`config.mk`:
```
export PLATFORM = sky130hd
export DESIGN_NAME = inst_fetch_ctrl
export DESIGN_NICKNAME = d
export VERILOG_FILES = /design/src/rtl/inst_fetch_ctrl_pkg.sv /design/src/rtl/inst_fetch_ctrl_dbg_arb.sv /design/src/rtl/inst_fetch_ctrl.sv
export SDC_FILE = /design/constraint.sdc
export NUM_CORES = 1
export LEC_CHECK = 0
export CAP_MARGIN = 40
export CORE_ASPECT_RATIO = 0.6
export CORE_UTILIZATION = 46
export CTS_CLUSTER_DIAMETER = 80
export DETAILED_ROUTE_END_ITERATION = 6
export PLACE_DENSITY = 0.8
export SLEW_MARGIN = 25
export SYNTH_ARGS = -nofsm -noshare
export SYNTH_HDL_FRONTEND = slang
export SYNTH_SLANG_ARGS = --single-unit
```
`constraint.sdc`:
```
create_clock -name clk -period 2.4 [get_ports clk]
set_input_delay 0.24 -clock clk [delete_from_list [all_inputs] [get_ports clk]]
set_output_delay 0.24 -clock clk [all_outputs]
set_load 0.005 [all_outputs]
```
`src/rtl/inst_fetch_ctrl_pkg.sv`:
```
// rtl/inst_fetch_ctrl_pkg.sv - shared constants, state encoding and word-align bits for inst_fetch_ctrl
package inst_fetch_ctrl_pkg;

   localparam logic ENABLE  = 1'b1;
   localparam logic DISABLE = 1'b0;

   localparam int unsigned IFC_ADDR_W = 32;
   localparam int unsigned IFC_DATA_W = 32;
   localparam logic [IFC_ADDR_W-1:0] IFC_RESET_PC = 32'h0000_0000;

   // Low address bits forced by the word-align mask on every ROM access
   localparam logic [1:0] IFC_WORD_ALIGN_LO = 2'b00;

   typedef enum logic [1:0] {
      IFC_BOOT  = 2'd0,
      IFC_FETCH = 2'd1,
      IFC_DBG   = 2'd2
   } ifc_state_e;

endpackage

```
`src/rtl/inst_fetch_ctrl_dbg_arb.sv`:
```
// rtl/inst_fetch_ctrl_dbg_arb.sv - debug starvation counter and grant decision for the shared ROM
module ifc_dbg_arb
   import inst_fetch_ctrl_pkg::*;
#(
   parameter int unsigned DBG_MAX_WAIT = 4
) (
   input  logic clk,
   input  logic rst,
   input  logic dbg_req,
   input  logic stall,
   input  logic in_fetch,
   input  logic redirect,
   output logic grant
);

   localparam logic [3:0] MAX_WAIT = 4'(DBG_MAX_WAIT);

   logic [3:0] wait_q;
   logic [3:0] wait_d;

   // A stalled pipeline leaves the ROM idle, so debug may take it without delaying fetch
   always_comb begin
      grant  = in_fetch & ~redirect & dbg_req & (stall | (wait_q == MAX_WAIT));
      wait_d = wait_q;
      if (!dbg_req || grant) begin
         wait_d = '0;
      end else if (in_fetch && (wait_q != MAX_WAIT)) begin
         wait_d = wait_q + 4'd1;
      end
   end

   always_ff @(posedge clk) begin
      if (rst) begin
         wait_q <= '0;
      end else begin
         wait_q <= wait_d;
      end
   end

endmodule

```
`src/rtl/inst_fetch_ctrl.sv`:
```
// rtl/inst_fetch_ctrl.sv - PC sequencer sharing the instruction ROM with a debug port; IFC_PERF_CNT_EN adds perf counters
module inst_fetch_ctrl
   import inst_fetch_ctrl_pkg::*;
#(
   parameter int unsigned ADDR_W       = IFC_ADDR_W,
   parameter int unsigned DATA_W       = IFC_DATA_W,
   parameter logic [ADDR_W-1:0] RESET_PC = ADDR_W'(IFC_RESET_PC),
   parameter int unsigned DBG_MAX_WAIT = 4
) (
   input  logic              clk,
   input  logic              rst,
   input  logic              stall_i,
   input  logic              redirect_i,
   input  logic [ADDR_W-1:0] redirect_pc_i,
   output logic              rom_ce_o,
   output logic [ADDR_W-1:0] rom_addr_o,
   input  logic [DATA_W-1:0] rom_data_i,
   output logic [ADDR_W-1:0] pc_o,
   output logic [DATA_W-1:0] inst_o,
   output logic              inst_valid_o,
   input  logic              dbg_req_i,
   input  logic [ADDR_W-1:0] dbg_addr_i,
   output logic              dbg_ack_o,
   output logic [DATA_W-1:0] dbg_data_o
`ifdef IFC_PERF_CNT_EN
   ,
   output logic [31:0]       fetch_cnt_o,
   output logic [31:0]       bubble_cnt_o
`endif
);

   ifc_state_e        state_q, state_d;
   logic [ADDR_W-1:0] pc_q, pc_d;
   logic [ADDR_W-1:0] pc_out_q, pc_out_d;
   logic [DATA_W-1:0] inst_q, inst_d;
   logic              inst_valid_q, inst_valid_d;
   logic              dbg_ack_q, dbg_ack_d;
   logic [DATA_W-1:0] dbg_data_q, dbg_data_d;
   logic [ADDR_W-1:0] rom_addr_q, rom_addr_d;
   logic              rom_ce_d;
   logic              grant;

   ifc_dbg_arb #(
      .DBG_MAX_WAIT(DBG_MAX_WAIT)
   ) u_dbg_arb (
      .clk     (clk),
      .rst     (rst),
      .dbg_req (dbg_req_i),
      .stall   (stall_i),
      .in_fetch(state_q == IFC_FETCH),
      .redirect(redirect_i),
      .grant   (grant)
   );

   always_comb begin
      state_d      = state_q;
      pc_d         = pc_q;
      pc_out_d     = pc_out_q;
      inst_d       = inst_q;
      inst_valid_d = inst_valid_q;
      dbg_ack_d    = 1'b0;
      dbg_data_d   = dbg_data_q;
      rom_ce_d     = DISABLE;
      rom_addr_d   = rom_addr_q;

      case (state_q)
         IFC_BOOT: begin
            state_d = IFC_FETCH;
         end
         IFC_FETCH: begin
            if (redirect_i) begin
               pc_d         = {redirect_pc_i[ADDR_W-1:2], IFC_WORD_ALIGN_LO};
               inst_valid_d = 1'b0;
            end else if (grant) begin
               rom_ce_d   = ENABLE;
               rom_addr_d = {dbg_addr_i[ADDR_W-1:2], IFC_WORD_ALIGN_LO};
               dbg_data_d = rom_data_i;
               dbg_ack_d  = 1'b1;
               state_d    = IFC_DBG;
               if (!stall_i) begin
                  inst_valid_d = 1'b0;
               end
            end else if (!stall_i) begin
               rom_ce_d     = ENABLE;
               rom_addr_d   = pc_q;
               inst_d       = rom_data_i;
               pc_out_d     = pc_q;
               inst_valid_d = 1'b1;
               pc_d         = pc_q + ADDR_W'(4);
            end
         end
         IFC_DBG: begin
            // ROM stays idle here so the ack cycle never carries a fetch
            state_d = IFC_FETCH;
            if (redirect_i) begin
               pc_d         = {redirect_pc_i[ADDR_W-1:2], IFC_WORD_ALIGN_LO};
               inst_valid_d = 1'b0;
            end else if (!stall_i) begin
               inst_valid_d = 1'b0;
            end
         end
         default: begin
            state_d = IFC_BOOT;
         end
      endcase
   end

   always_ff @(posedge clk) begin
      if (rst) begin
         state_q      <= IFC_BOOT;
         pc_q         <= RESET_PC;
         pc_out_q     <= RESET_PC;
         inst_q       <= '0;
         inst_valid_q <= 1'b0;
         dbg_ack_q    <= 1'b0;
         dbg_data_q   <= '0;
         rom_addr_q   <= '0;
      end else begin
         state_q      <= state_d;
         pc_q         <= pc_d;
         pc_out_q     <= pc_out_d;
         inst_q       <= inst_d;
         inst_valid_q <= inst_valid_d;
         dbg_ack_q    <= dbg_ack_d;
         dbg_data_q   <= dbg_data_d;
         rom_addr_q   <= rom_addr_d;
      end
   end

   assign rom_ce_o     = rom_ce_d;
   assign rom_addr_o   = rom_addr_d;
   assign pc_o         = pc_out_q;
   assign inst_o       = inst_q;
   assign inst_valid_o = inst_valid_q;
   assign dbg_ack_o    = dbg_ack_q;
   assign dbg_data_o   = dbg_data_q;

`ifdef IFC_PERF_CNT_EN
   logic [31:0] fetch_cnt_q, fetch_cnt_d;
   logic [31:0] bubble_cnt_q, bubble_cnt_d;
   logic        capture;
   logic        bubble;

   // Bubbles are lost capture slots not explained by the pipeline holding
   always_comb begin
      capture      = (state_q == IFC_FETCH) && !redirect_i && !grant && !stall_i;
      bubble       = (state_q != IFC_BOOT) && !capture && (redirect_i || !stall_i);
      fetch_cnt_d  = fetch_cnt_q + (capture ? 32'd1 : 32'd0);
      bubble_cnt_d = bubble_cnt_q + (bubble ? 32'd1 : 32'd0);
   end

   always_ff @(posedge clk) begin
      if (rst) begin
         fetch_cnt_q  <= '0;
         bubble_cnt_q <= '0;
      end else begin
         fetch_cnt_q  <= fetch_cnt_d;
         bubble_cnt_q <= bubble_cnt_d;
      end
   end

   assign fetch_cnt_o  = fetch_cnt_q;
   assign bubble_cnt_o = bubble_cnt_q;
`endif

endmodule

```
-- After elaboration in Yosys (flattened, before gate mapping)
Index checks and enable logic that the tools add are counted.
- $add $sub $neg: 2
- bitwise operators: 8
- reductions and logical operators: 13
- multiplexer cells: 23
- equality and inequality tests: 10
- operators with widths (cell ; number):
    $mux W32 ; 8
    $pmux W32 S2 ; 1
    $add A32 B3 Y32 const B ; 1
    $mux W1 ; 10
    $reduce_and A4 Y1 ; 2
    $ne A2 B2 Y1 const B ; 3
    $ne A3 B3 Y1 const B ; 2
    $add A4 B1 Y4 const B ; 1
    $eq A4 B3 Y1 const B ; 1
    $mux W2 ; 2
    $ne A4 B3 Y1 const B ; 1
    $ne A4 B4 Y1 const B ; 1
    $not A1 Y1 ; 4
    $pmux W2 S2 ; 1
    $reduce_and A2 Y1 ; 2
    $reduce_or A2 Y1 ; 2
    $and A1 B1 Y1 ; 3
    $reduce_and A3 Y1 ; 1
    $reduce_or A3 Y1 ; 1
    $eq A2 B1 Y1 const B ; 1
    $eq A2 B2 Y1 const B ; 1
    $logic_not A2 Y1 ; 1
    $pmux W1 S2 ; 1
    $reduce_bool A2 Y1 ; 1
    4 further kinds ; 4
- bits of input ports: 101
- output and inout port bits: 131
- bits in registers: 168

-- Logic depth before layout (Yosys ltp)
Gate-level depths: netlist of run 1.
- depth in word-level cells: 7
- mapped depth: 11
- depth with buffers taken out: 7

-- Cells and area by module
From an unflattened synthesis of run 1, not the netlist that was laid out.
- cells, all modules: 952
- area, all modules: 7390.8 um2
- by module, submodules not included (module ; cells an instance ; times used ; area each (um2) ; sequential area each (um2)):
    inst_fetch_ctrl ; 920 ; 1 ; 7135.6 ; 3203.1
    ifc_dbg_arb ; 32 ; 1 ; 255.2 ; 80.1

-- Worst setup path after synthesis of run 1
No wires, ideal clock.
- kind: register to register
- from: register state_q[0]
- to: register pc_q[4]
- arrival: 1.938 ns
- data required time: 2.272 ns
- slack: 0.335 ns
- stages on the path, launching flop included: 10
- period minus slack after synthesis: 2.065 ns
- cells stage by stage: dfxtp_1 > inv_1 > ha_1 > clkbuf_1 > o221a_2 > clkbuf_1 > clkbuf_1 > o21ai_0 > a2bb2oi_1 > nor2_1
- longest elaborated chain between the ends: 6
- RTL lines (what ; RTL line ; text):
    start, declared ; inst_fetch_ctrl.sv:32 ; ifc_state_e state_q, state_d;
    start signal, assigned ; inst_fetch_ctrl.sv:119 ; state_q <= state_d;
    $eq A2 B1 Y1 ; inst_fetch_ctrl.sv:50, inst_fetch_ctrl.sv:66 ;
    $and A1 B1 Y1 (3 in a row) ; inst_fetch_ctrl_dbg_arb.sv:23 ; grant = in_fetch & ~redirect & dbg_req & (stall | (wait_q == MAX_WAIT));
    $ne A3 B3 Y1 (no source line) ; - ;
    $reduce_and A4 Y1 (no source line) ; - ;
    end signal, assigned ; inst_fetch_ctrl.sv:120 ; pc_q <= pc_d;
    end, declared ; inst_fetch_ctrl.sv:33 ; logic [ADDR_W-1:0] pc_q, pc_d;
Several ways; a longest one is shown, not always the timed one.
A chain may end at the register's enable or synchronous reset.

-- Worst setup path after layout of run 1
- from: register u_dbg_arb.wait_q[1]
- to: output port rom_addr_o[10]
- longest elaborated chain between the ends: 6
- RTL lines (what ; RTL line ; text):
    start, declared ; inst_fetch_ctrl_dbg_arb.sv:18 ; logic [3:0] wait_q;
    start signal, assigned ; inst_fetch_ctrl_dbg_arb.sv:36 ; wait_q <= wait_d;
    $eq A4 B3 Y1 ; inst_fetch_ctrl_dbg_arb.sv:23 ;
    $or A1 B1 Y1 ; inst_fetch_ctrl_dbg_arb.sv:23 ;
    $and A1 B1 Y1 ; inst_fetch_ctrl_dbg_arb.sv:23 ;
    $mux W32 ; inst_fetch_ctrl.sv:74 ; end else if (grant) begin
    $mux W32 ; inst_fetch_ctrl.sv:71 ; if (redirect_i) begin
    $mux W32 ; inst_fetch_ctrl.sv:66 ; case (state_q)
    end, declared ; inst_fetch_ctrl.sv:16 ; output logic [ADDR_W-1:0] rom_addr_o,
No other way between the ends.

==> impl_metrics.env, run 1 <==
export IMPL_path_cells="inv_1 > ha_4 > nand4b_1 > nand2_4 > buf_4 > clkbuf_16 > o22ai_1 > a21oi_1 > clkdlybuf4s15_1"
export IMPL_grt_pass1_vias=7069
export IMPL_placementRows=34
export IMPL_leakagePower_nw=3.82
export IMPL_syn2layout_area_growth_pct=50.1
export IMPL_yosysSeqAreaShare_pct=46.5
export IMPL_ys_ff_latch=164
export IMPL_switching_power_w=0.00331
export IMPL_max_freq_mhz=425
export IMPL_ios=232
export IMPL_synth_distinct_cells=59
export IMPL_cp_endpoint="rom_addr_o[10]"
export IMPL_async_flop_share_pct=0
export IMPL_diodes=0
export IMPL_slowest_stage="dfxtp_2"
export IMPL_fin_skew_ns=0.0141
export IMPL_dpl_hpwl_mm=15.7
export IMPL_die_area_um2=15900
export IMPL_antenna_left=0
export IMPL_maxCapViolCount=0
export IMPL_r2r_worst_path_cells=6
export IMPL_fin_nets=1260
export IMPL_cp_num_cells=9
export IMPL_multi_input_area_um2=3630
export IMPL_finalPower_w=0.00933
export IMPL_tns_ns=0
export IMPL_arrival_ns=2.11
export IMPL_slowest_delay_ns=0.32
export IMPL_grt_usage_pct=29.0
export IMPL_grt_first_pass_wirelength_mm=36.6
export IMPL_min_path_type="in -> reg"
export IMPL_yosys_area_top_type="dfxtp_1"
export IMPL_synth_area_um2=7060
export IMPL_synth_most_common_cell="nand2_1"
export IMPL_combPwrFrac_pct=34.2
export IMPL_vias=7570
export IMPL_gp_congestion=0.893
export IMPL_cts_tree="yes"
export IMPL_worst_slack_ns=0.0490
export IMPL_layout_cells_non_filler=1363
export IMPL_regToRegEndpoint="pc_q[22]"
export IMPL_setup_viol=0
export IMPL_cts_htree_levels=4
export IMPL_drt_iter0_markers=614
export IMPL_critPathCaptureType="output pin"
export IMPL_internal_power_w=0.00602
export IMPL_grt_max_degree=63
export IMPL_drcViolationCount=0
export IMPL_syn_inst=920
export IMPL_numCtsBuffers=17
export IMPL_power_density_nw_per_um2=880
export IMPL_final_layout_size_suffix_gt1_share_pct=13.2
export IMPL_r2r_slack_ns=0.22
export IMPL_synth_ff_type="dfxtp_1"
export IMPL_cp_start_kind="flip-flop"
export IMPL_cts_root_buf="clkbuf_16"
export IMPL_worst_ep_required_time_ns=2.16
export IMPL_path_class="reg -> out"
export IMPL_clkSinkCount=164
export IMPL_clkTransAtPathRegs_ns=0.08
export IMPL_die_h_um=98.0
export IMPL_max_clock_path_buffers=2
export IMPL_start_util_pct=48.0
export IMPL_vias_per_cell=5.55
export IMPL_worstMarginPinSlew_ns=0.645
export IMPL_core_um2=14700
export IMPL_routedWlPerCell_um=17.1
export IMPL_first_pass_iters=6
export IMPL_maxSlewHeadroom_pct=56.9
export IMPL_drt_wl_total_mm=23.3
export IMPL_hp_start="rst"
export IMPL_critPathTopFamily="buffers and inverters"
export IMPL_clock_power_share_pct=29.5
export IMPL_register_area_um2=3290
export IMPL_dp_cells=1320
export IMPL_synth_cells_most_frequent="nand2_1 (223), dfxtp_1 (164), a21oi_1 (149)"
export IMPL_hold_slack_ns=0.287
export IMPL_crit_buf_inv=4
export IMPL_slew_viol_final=0
export IMPL_hold_depth=2
export IMPL_clkLatencyLatePin_ns=0.43
export IMPL_swShare_pct=35.5
export IMPL_die_w_um=162
export IMPL_synth_top_cell_area_share_pct=46.5
export IMPL_gr_total_overflow=0
export IMPL_synth_warnings=0
export IMPL_portBuffers=225
export IMPL_antenna_found_initial=0
export IMPL_crit_reg2reg_launch="state_q[0]"
export IMPL_synth_area_top_cells="dfxtp_1 (46%), nand2_1 (12%), a21oi_1 (11%)"
export IMPL_final_hold_violation_count=0
export IMPL_path_max_fanout=10
export IMPL_rsz0062_at_grt="yes"
export IMPL_synth_enable_flop_cells=0
export IMPL_period_needed_ns=2.35
export IMPL_status="complete, no violations"
export IMPL_dpl_worst_slack_ns=0.0196
export IMPL_seq_power_share_pct=36.4
export IMPL_post_route_period_util_pct=98.0
export IMPL_n_fill_cell=1163
export IMPL_syn_area_per_cell_um2=7.68
export IMPL_ir_worst_vdd_mv=0.456
export IMPL_critPathLaunch="u_dbg_arb.wait_q[1]"
-- worst min-delay path by stage --
stage | to
final | rom_addr_q[20]
after floorplan | dbg_data_o[0]
after global routing | rom_addr_q[9]
after global placement | inst_o[3]
after CTS | rom_addr_q[20]
after detailed placement | pc_o[15]
-- metrics by stage --
stage,utilization [%],instance area [um2]
after CTS,71.3,10500
after global placement,66.3,9760
after floorplan,-,7070
after global routing,72.0,10600
final,72.0,10600
after detailed placement,66.3,9760
-- worst reg2reg max path: cells and delay by family (launching register included) --
kind	cells	cell delay [ns]
DFF	1	0.39
and+or+nand+nor	1	0.31
AOI/OAI and AO/OA	3	1.06
buffers and inverters	1	0.08
adders and majority gates	1	0.26
-- flip-flops by register name, summed over array words and instances, names as in the netlist --
register	count
dbg_ack_o	1
dbg_data_o	32
inst_o	32
inst_valid_o	1
pc_o	30
pc_q	30
rom_addr_q	32
state_q	2
u_dbg_arb.wait_q	4
-- logic make-up (layout without fill, tap and decap cells) --
| group | after synthesis | after routing | share of synthesized area (%) |
|---|---|---|---|
| AOI/OAI and AO/OA | 244 | 244 | 19.8 |
| xor gates and xnor gates | 3 | 3 | 0.372 |
| adders and majority gates | 7 | 7 | 1.24 |
| buffers and inverters | 87 | 331 | 4.89 |
| DFF | 164 | 164 | 46.5 |
| muxes | 9 | 9 | 1.31 |
| other | 1 | 2 | 0.0531 |
| and+or+nand+nor | 405 | 405 | 25.8 |
-- cell usage in the layout, fill, tap and decap left out, drive strengths merged, types with 3 or more instances in the layout --
cell type,count
nor3,7
a31oi,6
inv,22
clkdlybuf4s15,3
a22oi,4
a311oi,3
clkdlybuf4s50,194
buf,62
o22ai,34
a32o,3
dlygate4sd2,17
and3,7
nand3,20
o21ai,17
a211oi,4
ha,7
or4,4
nand2,223
nor4,9
clkinvlp,3
o31ai,4
or2,4
a21oi,149
nor2,70
a32oi,3
clkbuf,26
or3,7
nand4,8
dfxtp,164
nor2b,36
mux2i,7
-- power groups by stage --
| stage | sequential (W) | combinational (W) | clock, W |
|---|---|---|---|
| after floorplan | 0.00338 | 0.00160 | 0 |
| final | 0.00339 | 0.00319 | 0.00275 |
| after detailed placement | 0.00342 | 0.00309 | 0 |
| after global placement | 0.00341 | 0.00304 | 0 |
| after CTS | 0.00337 | 0.00308 | 0.00277 |
| after global routing | 0.00343 | 0.00346 | 0.00290 |
-- layout make-up --
cell class | instances | area share, %
Multi-Input combinational cell | 670 | 34.3
Sequential cell | 164 | 31.0
Timing Repair Buffer | 287 | 26.4
Clock buffer | 17 | 4.01
Tap cell | 198 | 2.34
Clock inverter | 15 | 1.50
Inverter | 12 | 0.449
-- routing by layer --
layer  part of all wire [%]  up-vias  track usage (%)
met1                     45     3586             40.0
met4                    1.3        0             7.84
met3                    8.9       26             6.63
li1                       -     3628                -
met5                      0        -                0
met2                     45      330             45.5
-- what timing repair did --
action / in CTS / in global routing
cloned: 1 / 1
setup buffers: 6 / 3
setup endpoints to repair: 30 / 28
hold buffers: 0 / 0
endpoints found under the hold margin: 0 / 0
gates resized for setup: 58 / 36
pin swaps: 13 / 13
Power figures use the tool's default switching activity.
==> run 2: changes to the inputs <==
--- a/config.mk
+++ b/config.mk
@@ -5,12 +5,12 @@
 export SDC_FILE = /design/constraint.sdc
 export NUM_CORES = 1
 export LEC_CHECK = 0
-export CAP_MARGIN = 40
+export CAP_MARGIN = 20
 export CORE_ASPECT_RATIO = 0.6
 export CORE_UTILIZATION = 46
 export CTS_CLUSTER_DIAMETER = 80
 export DETAILED_ROUTE_END_ITERATION = 6
-export PLACE_DENSITY = 0.8
+export PLACE_DENSITY = 0.85
 export SLEW_MARGIN = 25
 export SYNTH_ARGS = -nofsm -noshare
 export SYNTH_HDL_FRONTEND = slang
==> run 2 against run 1 <==
Effect of this change:
- combinational power increased by 4%
- power increased by 1.9%
- register-to-register slack got worse by 0.05 ns
- routed wire length increased by 3.9%
- first-iteration DRC count increased by 6.5%
- die area unchanged
- via count decreased by 0.44%
- sequential share of layout area decreased by 0.51 points
- core utilization increased by 1.2 points
- cell count increased by 0.29%
==> impl_metrics.env, run 2 (synthesized netlist as in run 1, its figures left out) <==
export IMPL_syn2layout_area_growth_pct=52.6
export IMPL_numCtsBuffers=17
export IMPL_internal_power_w=0.00611
export IMPL_placementRows=34
export IMPL_cts_hold_fix_buffers=0
export IMPL_min_path_type="in -> reg"
export IMPL_dr_max_layer_used="met4"
export IMPL_ir_worst_vdd_mv=0.484
export IMPL_power_density_nw_per_um2=882
export IMPL_critPathLaunch="state_q[1]"
export IMPL_dpl_hpwl_mm=15.8
export IMPL_crit_buf_inv=6
export IMPL_maxSlewHeadroom_pct=52.4
export IMPL_seq_power_share_pct=36.0
export IMPL_period_needed_ns=2.36
export IMPL_grt_pass1_vias=7179
export IMPL_grt_usage_pct=30.2
export IMPL_first_pass_iters=5
export IMPL_die_w_um=162
export IMPL_grt_first_pass_wirelength_mm=37.8
export IMPL_crit_reg2reg_launch="pc_q[14]"
export IMPL_start_util_pct=48.0
export IMPL_die_area_um2=15900
export IMPL_clkSinkCount=164
export IMPL_slowest_delay_ns=0.34
export IMPL_portBuffers=225
export IMPL_critPathTopFamily="buffers and inverters"
export IMPL_swShare_pct=35.7
export IMPL_grt_max_degree=68
export IMPL_fin_nets=1263
export IMPL_ios=232
export IMPL_drt_iter0_markers=654
export IMPL_post_route_period_util_pct=98.4
export IMPL_clkLatencyLatePin_ns=0.42
export IMPL_path_max_fanout=7
export IMPL_status="complete, no violations"
export IMPL_arrival_ns=2.12
export IMPL_gr_total_overflow=0
export IMPL_path_cells="inv_2 > ha_4 > nand2b_4 > a21oi_4 > buf_6 > buf_4 > buf_6 > buf_4 > nor2_1 > a21oi_2 > dlygate4sd2_1"
export IMPL_tns_ns=0
export IMPL_setup_viol=0
export IMPL_antenna_found_initial=0
export IMPL_switching_power_w=0.00339
export IMPL_critPathCaptureType="output pin"
export IMPL_fin_skew_ns=0.0169
export IMPL_final_layout_size_suffix_gt1_share_pct=15.3
export IMPL_core_um2=14700
export IMPL_path_class="reg -> out"
export IMPL_max_clock_path_buffers=2
export IMPL_slowest_stage="dfxtp_2"
export IMPL_routedWlPerCell_um=17.7
export IMPL_dr_wl_met3_mm=2.53
export IMPL_finalPower_w=0.00950
export IMPL_worstMarginPinSlew_ns=0.715
export IMPL_hp_start="rst"
export IMPL_leakagePower_nw=3.92
export IMPL_cts_tree="yes"
export IMPL_max_freq_mhz=424
export IMPL_slew_viol_final=0
export IMPL_combPwrFrac_pct=34.8
export IMPL_final_cell_mix="nand2_1 (222), clkdlybuf4s50_1 (191), dfxtp_1 (160)"
export IMPL_antenna_left=0
export IMPL_final_common_cell="nand2_1"
export IMPL_die_h_um=98.0
export IMPL_gp_congestion=0.936
export IMPL_final_hold_violation_count=0
export IMPL_clock_power_share_pct=29.2
export IMPL_wl_met2_mm=10.9
export IMPL_wirelength_met1_mm=10.5
export IMPL_cts_root_buf="clkbuf_16"
export IMPL_clkTransAtPathRegs_ns=0.08
export IMPL_rsz0062_at_grt="yes"
export IMPL_drcViolationCount=0
export IMPL_drt_wl_total_mm=24.2
export IMPL_cts_htree_levels=4
export IMPL_vias=7537
export IMPL_worst_ep_required_time_ns=2.16
export IMPL_cp_start_kind="flip-flop"
export IMPL_vias_per_cell=5.51
export IMPL_maxCapViolCount=0
## run 2: repair_timing
item	4_1_cts	5_1_grt
buffers inserted	13	4
pin swaps	19	5
setup endpoints to repair	31	30
resized for setup	83	38
gates cloned	3	0
## run 2: through the flow
step           area (um2)  setup WS [ns]  cells  hold slack [ns]  util (%)
2_1_floorplan        7070          0.335    921            0.376         -
3_3_place_gp         9740          0.120   1315            0.441      66.2
3_5_place_dp         9740         0.0750   1315            0.447      66.2
4_1_cts             10700        0.00156   1363            0.264      72.7
5_1_grt             10800        -0.0422   1366            0.278      73.2
6_report            10800         0.0394   1367            0.273      73.2
## run 2: layer usage
metal	track usage, %	vias up
li1	-	3628
met1	40.5	3541
met2	47.1	338
met3	9.22	30
met4	7.91	0
met5	0	-
## run 2: area by class of cell
class                      instances  area [um2]
timing repair buffer             290        2840
clock buffer                      17         425
sequential                       164        3290
antenna                            1        2.50
multi-input combinational        670        3750
clock inverter                    15         175
inverter                          12        45.0
tap                              198         248
fill                            1124        3940
## run 2: path summary, 6_finish.rpt
| kind | to | cells past startpoint | slack (ns) |
|---|---|---|---|
| worst max-delay path | rom_addr_o[26] | 11 | 0.04 |
| worst min-delay path | rom_addr_q[20] | 2 | 0.27 |
| worst max register to register | pc_q[24] | 5 | 0.17 |
| worst min register to register | inst_o[24] | 2 | 0.45 |
## run 2: power by group through the flow
stage	Combinational, W	Sequential, W	Clock [W]
6_report	0.00331	0.00342	0.00277
5_1_grt	0.00358	0.00346	0.00294
4_1_cts	0.00316	0.00340	0.00280
3_5_place_dp	0.00304	0.00345	0
3_3_place_gp	0.00299	0.00343	0
2_1_floorplan	0.00160	0.00338	0
## run 2: worst register-to-register path, cell delays in order (launching register included)
cell and delay, ns:
dfxtp_1 0.48, nand4_2 0.23, or3_4 0.44, nor4_1 0.53, mux2i_1 0.30, o22ai_1 0.12
==> run 3: changes to the inputs <==
--- a/config.mk
+++ b/config.mk
@@ -7,10 +7,10 @@
 export LEC_CHECK = 0
 export CAP_MARGIN = 20
 export CORE_ASPECT_RATIO = 0.6
-export CORE_UTILIZATION = 46
+export CORE_UTILIZATION = 50
 export CTS_CLUSTER_DIAMETER = 80
 export DETAILED_ROUTE_END_ITERATION = 6
-export PLACE_DENSITY = 0.85
+export PLACE_DENSITY = 0.91
 export SLEW_MARGIN = 25
 export SYNTH_ARGS = -nofsm -noshare
 export SYNTH_HDL_FRONTEND = slang
==> constraint.sdc (replaced) <==
create_clock -name clk -period 3 [get_ports clk]
set_input_delay 0.3 -clock clk [delete_from_list [all_inputs] [get_ports clk]]
set_output_delay 0.3 -clock clk [all_outputs]
set_load 0.005 [all_outputs]
==> run 3 against run 2 <==
Effect of this change:
- sequential share of layout area increased by 2.1 points
- count of clock-buffer cells in the layout unchanged
- flip-flop and latch count unchanged
- clock power decreased by 24%
- first-iteration DRC count increased by 6.4%
- non-clock buffer count decreased by 43
- register-to-register slack improved by 0.39 ns
- routed wire length decreased by 7.1%
- hold slack improved by 0.080 ns
- clock skew decreased by 0.0035 ns
- worst setup slack improved by 0.10 ns
- power decreased by 25%
- largest power group unchanged
==> impl_metrics.env, run 3 (synthesized netlist as in run 1, its figures left out) <==
export IMPL_status="complete, no violations"
export IMPL_path_max_fanout=33
export IMPL_numCtsBuffers=17
export IMPL_ir_worst_vdd_mv=0.427
export IMPL_grt_usage_pct=30.8
export IMPL_antenna_found_initial=1
export IMPL_max_clock_path_buffers=2
export IMPL_die_h_um=94.1
export IMPL_final_hold_violation_count=0
export IMPL_multi_input_area_um2=3480
export IMPL_grt_first_pass_wirelength_mm=35.5
export IMPL_worst_slack_ns=0.142
export IMPL_critPathCaptureType="output pin"
export IMPL_final_cell_mix="clkdlybuf4s50_1 (224), nand2_1 (223), dfxtp_1 (164)"
export IMPL_placementRows=33
export IMPL_fin_nets=1220
export IMPL_grt_pass1_vias=7043
export IMPL_crit_buf_inv=3
export IMPL_maxSlewHeadroom_pct=40.1
export IMPL_clkSinkCount=164
export IMPL_portBuffers=225
export IMPL_leakagePower_nw=3.45
export IMPL_slew_viol_final=0
export IMPL_slowest_delay_ns=0.54
export IMPL_fin_skew_ns=0.0134
export IMPL_critPathTopFamily="buffers and inverters"
export IMPL_rsz0062_at_grt="no"
export IMPL_worst_ep_required_time_ns=2.70
export IMPL_clkLatencyLatePin_ns=0.42
export IMPL_arrival_ns=2.56
export IMPL_cts_htree_levels=4
export IMPL_gr_total_overflow=0
export IMPL_antenna_left=0
export IMPL_drt_wl_total_mm=22.5
export IMPL_ios=232
export IMPL_routedWlPerCell_um=17.1
export IMPL_gp_congestion=0.939
export IMPL_diodes=0
export IMPL_max_freq_mhz=350
export IMPL_path_class="reg -> out"
export IMPL_vias=7574
export IMPL_min_path_type="in -> reg"
export IMPL_die_area_um2=14600
export IMPL_setup_viol=0
export IMPL_post_route_period_util_pct=95.3
export IMPL_start_util_pct=51.5
export IMPL_drcViolationCount=0
export IMPL_dpl_hpwl_mm=15.5
export IMPL_final_layout_size_suffix_gt1_share_pct=7.02
export IMPL_die_w_um=155
export IMPL_dpl_worst_slack_ns=0.354
export IMPL_register_area_um2=3280
export IMPL_cp_start_kind="flip-flop"
export IMPL_cts_tree="yes"
export IMPL_n_fill_cell=1071
export IMPL_clkTransAtPathRegs_ns=0.07
export IMPL_drt_iter0_markers=696
export IMPL_slowest_stage="clkdlybuf4s50_1"
export IMPL_power_density_nw_per_um2=712
export IMPL_worstMarginPinSlew_ns=0.891
export IMPL_tns_ns=0
export IMPL_cts_root_buf="clkbuf_16"
export IMPL_first_pass_iters=7
export IMPL_vias_per_cell=5.75
export IMPL_maxCapViolCount=0
export IMPL_period_needed_ns=2.86
export IMPL_core_um2=13700
export IMPL_grt_max_degree=114
export IMPL_syn2layout_area_growth_pct=42.6
export IMPL_path_cells="inv_1 > ha_1 > nand3b_1 > a21o_1 > buf_12 > o22ai_1 > a21oi_1 > clkdlybuf4s50_1"
export IMPL_final_common_cell="clkdlybuf4s50_1"
[run 3: cell count changes in the layout (fill, tap and decap cells not counted), sizes merged]
cell / before / now
buf: 66 / 23
clkdlybuf4s50: 191 / 224
dlygate4sd2: 21 / 0
clkbuf: 26 / 17
inv: 23 / 18
clkinv: 3 / 7
dlymetal6s2s: 3 / 0
clkinvlp: 0 / 2
bufinv: 1 / 0
diode: 1 / 0
[run 3: area by class of cell]
| class | instances | area share [%] |
|---|---|---|
| Inverter | 12 | 0.447 |
| Timing Repair Buffer | 247 | 24.3 |
| Multi-Input combinational cell | 670 | 34.5 |
| Clock buffer | 17 | 4.22 |
| Tap cell | 192 | 2.38 |
| Sequential cell | 164 | 32.6 |
| Clock inverter | 15 | 1.60 |
[run 3: path summary, 6_finish.rpt]
check	end	from	cells after the start	slack [ns]
worst max-delay path	rom_addr_o[2]	u_dbg_arb.wait_q[0]	8	0.14
worst min-delay path	pc_q[9]	rst	2	0.35
worst max register to register	pc_q[18]	pc_q[3]	6	0.56
worst min register to register	pc_o[13]	pc_o[13]	2	0.45
[run 3: power by group]
part,internal (W),switching [W]
Combinational,0.00106,0.00120
Clock,0.00111,0.000994
Sequential,0.00247,0.000341
Total,0.00464,0.00253
[run 3: routing by layer]
layer | vias up | share of wire (%) | GRT usage (%)
li1 | 3561 | - | -
met1 | 3550 | 41 | 39.3
met2 | 401 | 45 | 49.5
met3 | 60 | 10 | 8.90
met4 | 2 | 2.9 | 11.8
met5 | - | 0.058 | 0
[run 3: per-stage QoR]
stage	instance area, um2	instances	power [W]	util [%]	hold slack, ns
after floorplan	7070	921	0.00398	-	0.436
after global placement	9470	1284	0.00494	69.1	0.441
after detailed placement	9470	1284	0.00502	69.1	0.446
after CTS	10100	1316	0.00714	73.3	0.341
after global routing	10100	1317	0.00752	73.5	0.370
final	10100	1317	0.00717	73.5	0.352
[run 3: what timing repair did]
action                                  CTS  global route
hold endpoints to repair                  0             0
hold buffers                              0             0
endpoints found under the setup margin    0            28
resized for setup                         0             4
setup buffers                             0             1
